--- config.mk ---
export PLATFORM = sky130hd
export DESIGN_NAME = les_sched
export DESIGN_NICKNAME = d
export VERILOG_FILES = /design/src/rtl/les_sched_pkg.sv /design/src/rtl/les_lfsr32.sv /design/src/rtl/les_sched.sv
export SDC_FILE = /design/constraint.sdc
export NUM_CORES = 1
export LEC_CHECK = 0
export ABC_AREA = 1
export CAP_MARGIN = 40
export CORE_MARGIN = 1.5
export CORE_UTILIZATION = 37
export CTS_CLUSTER_DIAMETER = 60
export DETAILED_ROUTE_END_ITERATION = 12
export PLACE_DENSITY = 0.77
export SYNTH_ARGS = -nofsm -noshare
export SYNTH_HDL_FRONTEND = slang
export SYNTH_SLANG_ARGS = --single-unit
export TNS_END_PERCENT = 5
--- constraint.sdc ---
create_clock -name clk -period 2.46 [get_ports clk]
set_input_delay 0.492 -clock clk [delete_from_list [all_inputs] [get_ports clk]]
set_output_delay 0.492 -clock clk [all_outputs]
set_load 0.1 [all_outputs]
--- src/rtl/les_sched_pkg.sv ---
// ---------------------------------------------------------------------------
// les_sched_pkg
// Shared definitions for the LES core sequencer:
//   - FSM state encoding (IDLE=0, ISSUE=1, WAIT=2, DONE=3)
//   - seed and Galois tap mask of the auto-request LFSR (x^32+x^22+x^2+x+1)
//   - nominal les_top latency, counted in cycles from its start pulse to
//     the cycle in which busy is seen low
//   - lfsrNext(), one step of the right-shifting Galois LFSR
// ---------------------------------------------------------------------------
package les_sched_pkg;

    typedef enum logic [1:0] {
        ST_IDLE  = 2'd0,
        ST_ISSUE = 2'd1,
        ST_WAIT  = 2'd2,
        ST_DONE  = 2'd3
    } sched_state_e;

    localparam logic [31:0] LFSR_SEED    = 32'hACE1ACE1;

    // Taps 32,22,2,1 map onto bits 31,21,1,0 of a right-shifting Galois LFSR.
    localparam logic [31:0] LFSR_TAPS    = 32'h80200003;

    localparam int          CORE_LATENCY = 4;

    // One LFSR step: shift right and fold the taps in when a one falls out.
    function automatic logic [31:0] lfsrNext(input logic [31:0] cur);
        logic [31:0] nxt;
        nxt = cur >> 1;
        if (cur[0]) begin
            nxt = nxt ^ LFSR_TAPS;
        end
        return nxt;
    endfunction

endpackage

--- src/rtl/les_lfsr32.sv ---
// ---------------------------------------------------------------------------
// les_lfsr32
// 32-bit Galois LFSR that supplies plaintexts for the internal auto
// requester of les_sched. The module only exists when LES_SCHED_AUTO_EN is
// defined; the default build has no LFSR at all.
//
// Ports:
//   clk      in   system clock
//   clr      in   asynchronous active-high clear, reloads LFSR_SEED
//   step_i   in   advance the register by one step this cycle
//   value_o  out  current LFSR value
// ---------------------------------------------------------------------------
`ifdef LES_SCHED_AUTO_EN
module les_lfsr32
    import les_sched_pkg::*;
(
    input  logic        clk,
    input  logic        clr,
    input  logic        step_i,
    output logic [31:0] value_o
);

    logic [31:0] lfsr_q;

    // Hold the value between grants; advance exactly once per auto grant.
    always_ff @(posedge clk or posedge clr) begin
        if (clr) begin
            lfsr_q <= LFSR_SEED;
        end else if (step_i) begin
            lfsr_q <= lfsrNext(lfsr_q);
        end
    end

    assign value_o = lfsr_q;

endmodule
`endif

--- src/rtl/les_sched.sv ---
// ---------------------------------------------------------------------------
// les_sched
// Round-robin sequencer in front of the single LES encryption core
// (les_top). One request is accepted at a time. The core is started,
// monitored until busy falls (or a timeout expires), and the ciphertext is
// returned to the consumer together with the requester id.
//
// Parameters:
//   NUM_REQ      number of external requesters (1..4)
//   TIMEOUT_CYC  WAIT cycles allowed with core_busy high before abort (>=4)
//   RID_W        response id width, >= clog2(NUM_REQ+1)
//
// Ports:
//   clk             in   system clock
//   clr             in   asynchronous active-high reset
//   auto_en         in   enable internal LFSR requester (LES_SCHED_AUTO_EN only)
//   req_valid       in   per-requester request valid
//   req_data        in   plaintexts, requester i at [32*i+31:32*i]
//   req_ready       out  one-hot accept strobe, only ever set in IDLE
//   resp_valid      out  response valid
//   resp_ready      in   response consumer ready
//   resp_data       out  ciphertext, 0 on timeout
//   resp_id         out  index of the granted requester
//   resp_err        out  response produced by timeout
//   core_plaintext  out  plaintext to les_top
//   core_start      out  one-cycle start pulse to les_top
//   core_busy       in   busy from les_top
//   core_cipher     in   ciphertext from les_top
//   core_clr        out  clear to les_top: clr OR one-cycle abort pulse
//   trig            out  scope trigger, high through ISSUE and WAIT
//
// Optional feature (macro LES_SCHED_AUTO_EN): adds port auto_en and an
// LFSR requester with id NUM_REQ, granted only when no external request is
// pending. Its plaintext is the current LFSR value and the LFSR steps on
// each such grant.
// ---------------------------------------------------------------------------
module les_sched
    import les_sched_pkg::*;
#(
    parameter int NUM_REQ     = 2,
    parameter int TIMEOUT_CYC = 16,
    parameter int RID_W       = 2
) (
    input  logic                  clk,
    input  logic                  clr,
`ifdef LES_SCHED_AUTO_EN
    input  logic                  auto_en,
`endif
    input  logic [NUM_REQ-1:0]    req_valid,
    input  logic [32*NUM_REQ-1:0] req_data,
    output logic [NUM_REQ-1:0]    req_ready,
    output logic                  resp_valid,
    input  logic                  resp_ready,
    output logic [31:0]           resp_data,
    output logic [RID_W-1:0]      resp_id,
    output logic                  resp_err,
    output logic [31:0]           core_plaintext,
    output logic                  core_start,
    input  logic                  core_busy,
    input  logic [31:0]           core_cipher,
    output logic                  core_clr,
    output logic                  trig
);

    // A one-requester build still needs a 1-bit pointer.
    localparam int PTR_W = (NUM_REQ > 1) ? $clog2(NUM_REQ) : 1;
    localparam int CNT_W = $clog2(TIMEOUT_CYC);

    sched_state_e     state_q;
    logic [PTR_W-1:0] rrPtr_q;
    logic [PTR_W-1:0] rrPtr_d;
    logic [CNT_W-1:0] waitCnt_q;
    logic [31:0]      plaintext_q;
    logic [RID_W-1:0] respId_q;
    logic [31:0]      respData_q;
    logic             respErr_q;
    logic             respValid_q;
    logic             coreStart_q;
    logic             trig_q;
    logic             abort_q;

    logic             extHit;
    logic [PTR_W-1:0] extIdx;
    logic [PTR_W-1:0] candIdx;
    logic [31:0]      extData;
    logic [NUM_REQ-1:0] reqReadyVec;
    int               cand;

    // Round-robin search: walk the requesters starting at rrPtr_q and
    // wrapping, take the first one that is valid, and mux its plaintext.
    always_comb begin
        extHit  = 1'b0;
        extIdx  = '0;
        extData = '0;
        cand    = 0;
        candIdx = '0;
        for (int k = 0; k < NUM_REQ; k++) begin
            cand = int'(rrPtr_q) + k;
            if (cand >= NUM_REQ) begin
                cand = cand - NUM_REQ;
            end
            candIdx = PTR_W'(cand);
            if (!extHit && req_valid[candIdx]) begin
                extHit = 1'b1;
                extIdx = candIdx;
            end
        end
        for (int i = 0; i < NUM_REQ; i++) begin
            if (PTR_W'(i) == extIdx) begin
                extData = req_data[32*i +: 32];
            end
        end
    end

    // The pointer moves to the slot just after the winner, modulo NUM_REQ.
    always_comb begin
        rrPtr_d = rrPtr_q;
        if (extIdx == PTR_W'(NUM_REQ - 1)) begin
            rrPtr_d = '0;
        end else begin
            rrPtr_d = extIdx + PTR_W'(1);
        end
    end

    // The accept strobe is combinational so the requester sees it in the
    // same cycle the plaintext is latched; it is forced low during reset so
    // every output reads 0 while clr is high.
    always_comb begin
        reqReadyVec = '0;
        if (state_q == ST_IDLE && extHit && !clr) begin
            reqReadyVec[extIdx] = 1'b1;
        end
    end

    assign req_ready = reqReadyVec;

`ifdef LES_SCHED_AUTO_EN
    logic        autoHit;
    logic        lfsrStep;
    logic [31:0] lfsrValue;

    // The auto requester has strict lowest priority behind any external one.
    assign autoHit  = auto_en && !extHit;
    assign lfsrStep = (state_q == ST_IDLE) && autoHit;

    les_lfsr32 u_lfsr (
        .clk     (clk),
        .clr     (clr),
        .step_i  (lfsrStep),
        .value_o (lfsrValue)
    );
`endif

    // Main sequencer. core_start, trig, resp_valid and the abort pulse are
    // registered alongside the state so they change cleanly on the edge that
    // enters the state they belong to. An auto grant leaves rrPtr_q alone,
    // since the LFSR requester is not part of the external rotation.
    always_ff @(posedge clk or posedge clr) begin
        if (clr) begin
            state_q     <= ST_IDLE;
            rrPtr_q     <= '0;
            waitCnt_q   <= '0;
            plaintext_q <= '0;
            respId_q    <= '0;
            respData_q  <= '0;
            respErr_q   <= 1'b0;
            respValid_q <= 1'b0;
            coreStart_q <= 1'b0;
            trig_q      <= 1'b0;
            abort_q     <= 1'b0;
        end else begin
            coreStart_q <= 1'b0;
            abort_q     <= 1'b0;
            unique case (state_q)
                ST_IDLE: begin
                    if (extHit) begin
                        plaintext_q <= extData;
                        respId_q    <= RID_W'(extIdx);
                        rrPtr_q     <= rrPtr_d;
                        coreStart_q <= 1'b1;
                        trig_q      <= 1'b1;
                        state_q     <= ST_ISSUE;
                    end
`ifdef LES_SCHED_AUTO_EN
                    else if (autoHit) begin
                        plaintext_q <= lfsrValue;
                        respId_q    <= RID_W'(NUM_REQ);
                        coreStart_q <= 1'b1;
                        trig_q      <= 1'b1;
                        state_q     <= ST_ISSUE;
                    end
`endif
                end
                ST_ISSUE: begin
                    waitCnt_q <= '0;
                    state_q   <= ST_WAIT;
                end
                ST_WAIT: begin
                    waitCnt_q <= waitCnt_q + CNT_W'(1);
                    if (!core_busy) begin
                        respData_q  <= core_cipher;
                        respErr_q   <= 1'b0;
                        respValid_q <= 1'b1;
                        trig_q      <= 1'b0;
                        state_q     <= ST_DONE;
                    end else if (waitCnt_q == CNT_W'(TIMEOUT_CYC - 1)) begin
                        abort_q     <= 1'b1;
                        respData_q  <= '0;
                        respErr_q   <= 1'b1;
                        respValid_q <= 1'b1;
                        trig_q      <= 1'b0;
                        state_q     <= ST_DONE;
                    end
                end
                ST_DONE: begin
                    if (resp_ready) begin
                        respValid_q <= 1'b0;
                        state_q     <= ST_IDLE;
                    end
                end
                default: begin
                    state_q <= ST_IDLE;
                end
            endcase
        end
    end

    assign resp_valid     = respValid_q;
    assign resp_data      = respData_q;
    assign resp_id        = respId_q;
    assign resp_err       = respErr_q;
    assign core_plaintext = plaintext_q;
    assign core_start     = coreStart_q;
    assign trig           = trig_q;

    // The core is held in clear by the system reset and, after a timeout,
    // for the single cycle that abort_q is high.
    assign core_clr       = clr | abort_q;

endmodule

==> results.json <==
{
  "status": "finished, final reports clean",
  "grt_overflow": 0,
  "drt_first_pass_iters": 4,
  "vias": 3546,
  "skew_ns": 0.0129,
  "cts_tree": "yes",
  "yosys.area.top_type": "dfrtp_1",
  "grt_pass1_wl_mm": 15.7,
  "die_h_um": 102,
  "critPathKind": "input port to output pin",
  "drt_wl_total_mm": 10.1,
  "rows": 35,
  "synthCells": 467,
  "muxShareOfSynthArea_pct": 0,
  "gp_congestion": 0.816,
  "first_iter_violations": 95,
  "clkTransAtPathRegs_ns": 0.08,
  "crit_top_cell": "nand2_4",
  "fill_cells": 862,
  "cp-end-kind": "output pin",
  "tightest_slew_ns": 0.517,
  "synthesis.area_sq_mm": 0.00361,
  "ios": 175,
  "pre_cts_ws_ns": 0.192,
  "worstSkewPairLatency_ns": 0.34,
  "hp-class": "flop to flop",
  "postRouteAntennaNets": 0,
  "timing.final.crit_share_pct": 91.9,
  "grt_max_degree": 34,
  "antenna_found_initial": 0,
  "clock_path_buffers": 2,
  "synth_ff_type": "dfrtp_1",
  "ys_seq_area_share_pct": 53.4,
  "cp-start-kind": "input port",
  "path_cells": "clkdlybuf4s50_1 > nand2_4 > nand3_2 > nand2_4 > inv_4 > nand2_1 > nor2_2 > buf_12",
  "cts-resized-gates": 0,
  "cts_sinks": 77,
  "num_antenna_cells": 0,
  "cts_max_level": 3,
  "die_x_um": 102,
  "instances_no_fill": 771,
  "slew_headroom_pct": 65.5,
  "hold_violations": 0,
  "synth.most_common_cell": "nand2_1",
  "rsz0062_at_grt": "false",
  "port_buffers": 173,
  "postSynth.asyncResetShare_pct": 100,
  "finalSetupViolations": 0,
  "synth-simple-area-share_pct": 37.2,
  "crit_slowest_cell": "clkdlybuf4s50_1",
  "min_period_ns": 2.26,
  "hpwlAfterDp_mm": 7.61,
  "drc": 0,
  "detail_route.wl_per_cell_um": 13.0,
  "synthAdderAreaFrac_pct": 1.73,
  "setup_ws_ns": 0.200,
  "yosys-top-cells-area": "dfrtp_1, nand2_1, nand3_1",
  "max_freq_ghz": 0.442,
  "initial_core_util_pct": 38.7,
  "synth_area_per_cell_sq_um": 7.73,
  "drive_gt1_share_pct": 17.4,
  "worst_path_largest_cell_delay_ns": 0.52,
  "crit_path_max_fanout": 13,
  "yosysWarnings": 0,
  "post_cts_buffers": 0,
  "core_sq_mm": 0.00933,
  "syn-num-nets": 574,
  "regArea_sq_mm": 0.00193,
  "crit_arrival_ns": 1.77,
  "synth_top_family_by_area": "simple AND/OR/NAND/NOR gates",
  "drv_slew": 0,
  "yosys.area.top_type_share_pct": 53.4,
  "synth_cell_types": 22,
  "multi_input_area_sq_mm": 0.00147,
  "ys_ff_latch": 77,
  "cts_root_buf": "clkbuf_8",
  "routed_via_density": 4.60,
  "synth.top_cells.by_count": "nand2_1, dfrtp_1, nand3_1",
  "dp_cells": 755,
  "finalNetCount": 744,
  "synth-compound-area-share_pct": 1.39,
  "cts-buffers-inserted": 9,
  "rrSetupSlack_ns": 0.84,
  "synth_xor_area_share_pct": 0,
  "die_area_sq_mm": 0.0104,
  "max_cap_viol_count": 0,
  "area_growth_pct": 52.1,
  "cts-hold-fix-buffers": 0,
  "first_global_vias": 3485,
  "grt_usage_pct": 19.6,
  "synth-edff-count": 0,
  "required_ns": 1.97
}
final cells by class:
type	count	share of cell area, %
Clock inverter	7	1.32
Multi-Input combinational cell	351	26.7
Tap cell	129	2.94
Clock buffer	9	2.26
Timing Repair Buffer	184	30.7
Inverter	14	1.03
Sequential cell	77	35.1
kinds of logic (layout without fill, tap and decap cells):
| logic type | Yosys count | after routing |
|---|---|---|
| simple gates | 335 | 335 |
| flops | 77 | 77 |
| buf+inv | 39 | 214 |
| compound gates | 10 | 10 |
| fa+ha+maj | 5 | 5 |
| other cells | 1 | 1 |
metal layers:
layer / vias up / wire length, um / GRT usage (%)
li1: 1765 / - / -
met1: 1653 / 3920 / 21.2
met2: 110 / 5390 / 37.1
met3: 18 / 525 / 4.55
met4: 0 / 227 / 6.62
met5: - / 0 / 0
cells in the final DEF (no fill, tap or decap), drive strengths merged:
cell and n:
inv 15, nand4 1, clkinv 3, clkinvlp 2, dfrtp 77, conb 1
nand3 39, buf 83, nor3 2, a21oi 5, nor2 8, o21ai 5
nand2 283, or2 2, clkbuf 9, clkdlybuf4s50 101, ha 5, bufinv 1
registers in the layout, indices dropped and copies added (netlist names):
| register | count |
|---|---|
| core_plaintext | 32 |
| resp_data | 32 |
| waitCnt_q | 4 |
| state_q | 2 |
| abort_q | 1 |
| core_start | 1 |
| resp_err | 1 |
| resp_id | 1 |
| resp_valid | 1 |
| rrPtr_q | 1 |
| trig | 1 |
final timing paths:
kind / from / to / cells past startpoint
worst min register to register: resp_data[11]$_DFFE_PP0P_ / resp_data[11]$_DFFE_PP0P_ / 2
worst max register to register: state_q[0]$_DFFE_PP0P_ / resp_data[9]$_DFFE_PP0P_ / 7
worst max-delay path: req_valid[0] / req_ready[0] / 8
worst min-delay path: resp_data[11]$_DFFE_PP0P_ / resp_data[11]$_DFFE_PP0P_ / 2
max in group asynchronous: clr / waitCnt_q[3]$_DFFE_PP0P_ / 3
min in group asynchronous: clr / rrPtr_q$_DFFE_PP0P_ / 2
worst max-delay path: cells and delay by family:
kind | cells | cell delay, ns
buffers and inverters | 3 | 0.76
AND/OR/NAND/NOR | 5 | 0.50
metrics by stage:
stage	util, %	cell area [sq um]	TNS [ns]	hold slack [ns]
6_report	58.9	5490	0	0.478
3_5_place_dp	56.8	5290	0	0.460
5_1_grt	58.9	5490	0	0.497
3_3_place_gp	56.8	5290	0	0.456
2_1_floorplan	-	3620	-0.207	0.469
4_1_cts	58.9	5490	0	0.480
Power is left out: the tool's default activity adds up to more than one toggle a clock period on the data nets, which glitch-free logic cannot reach.
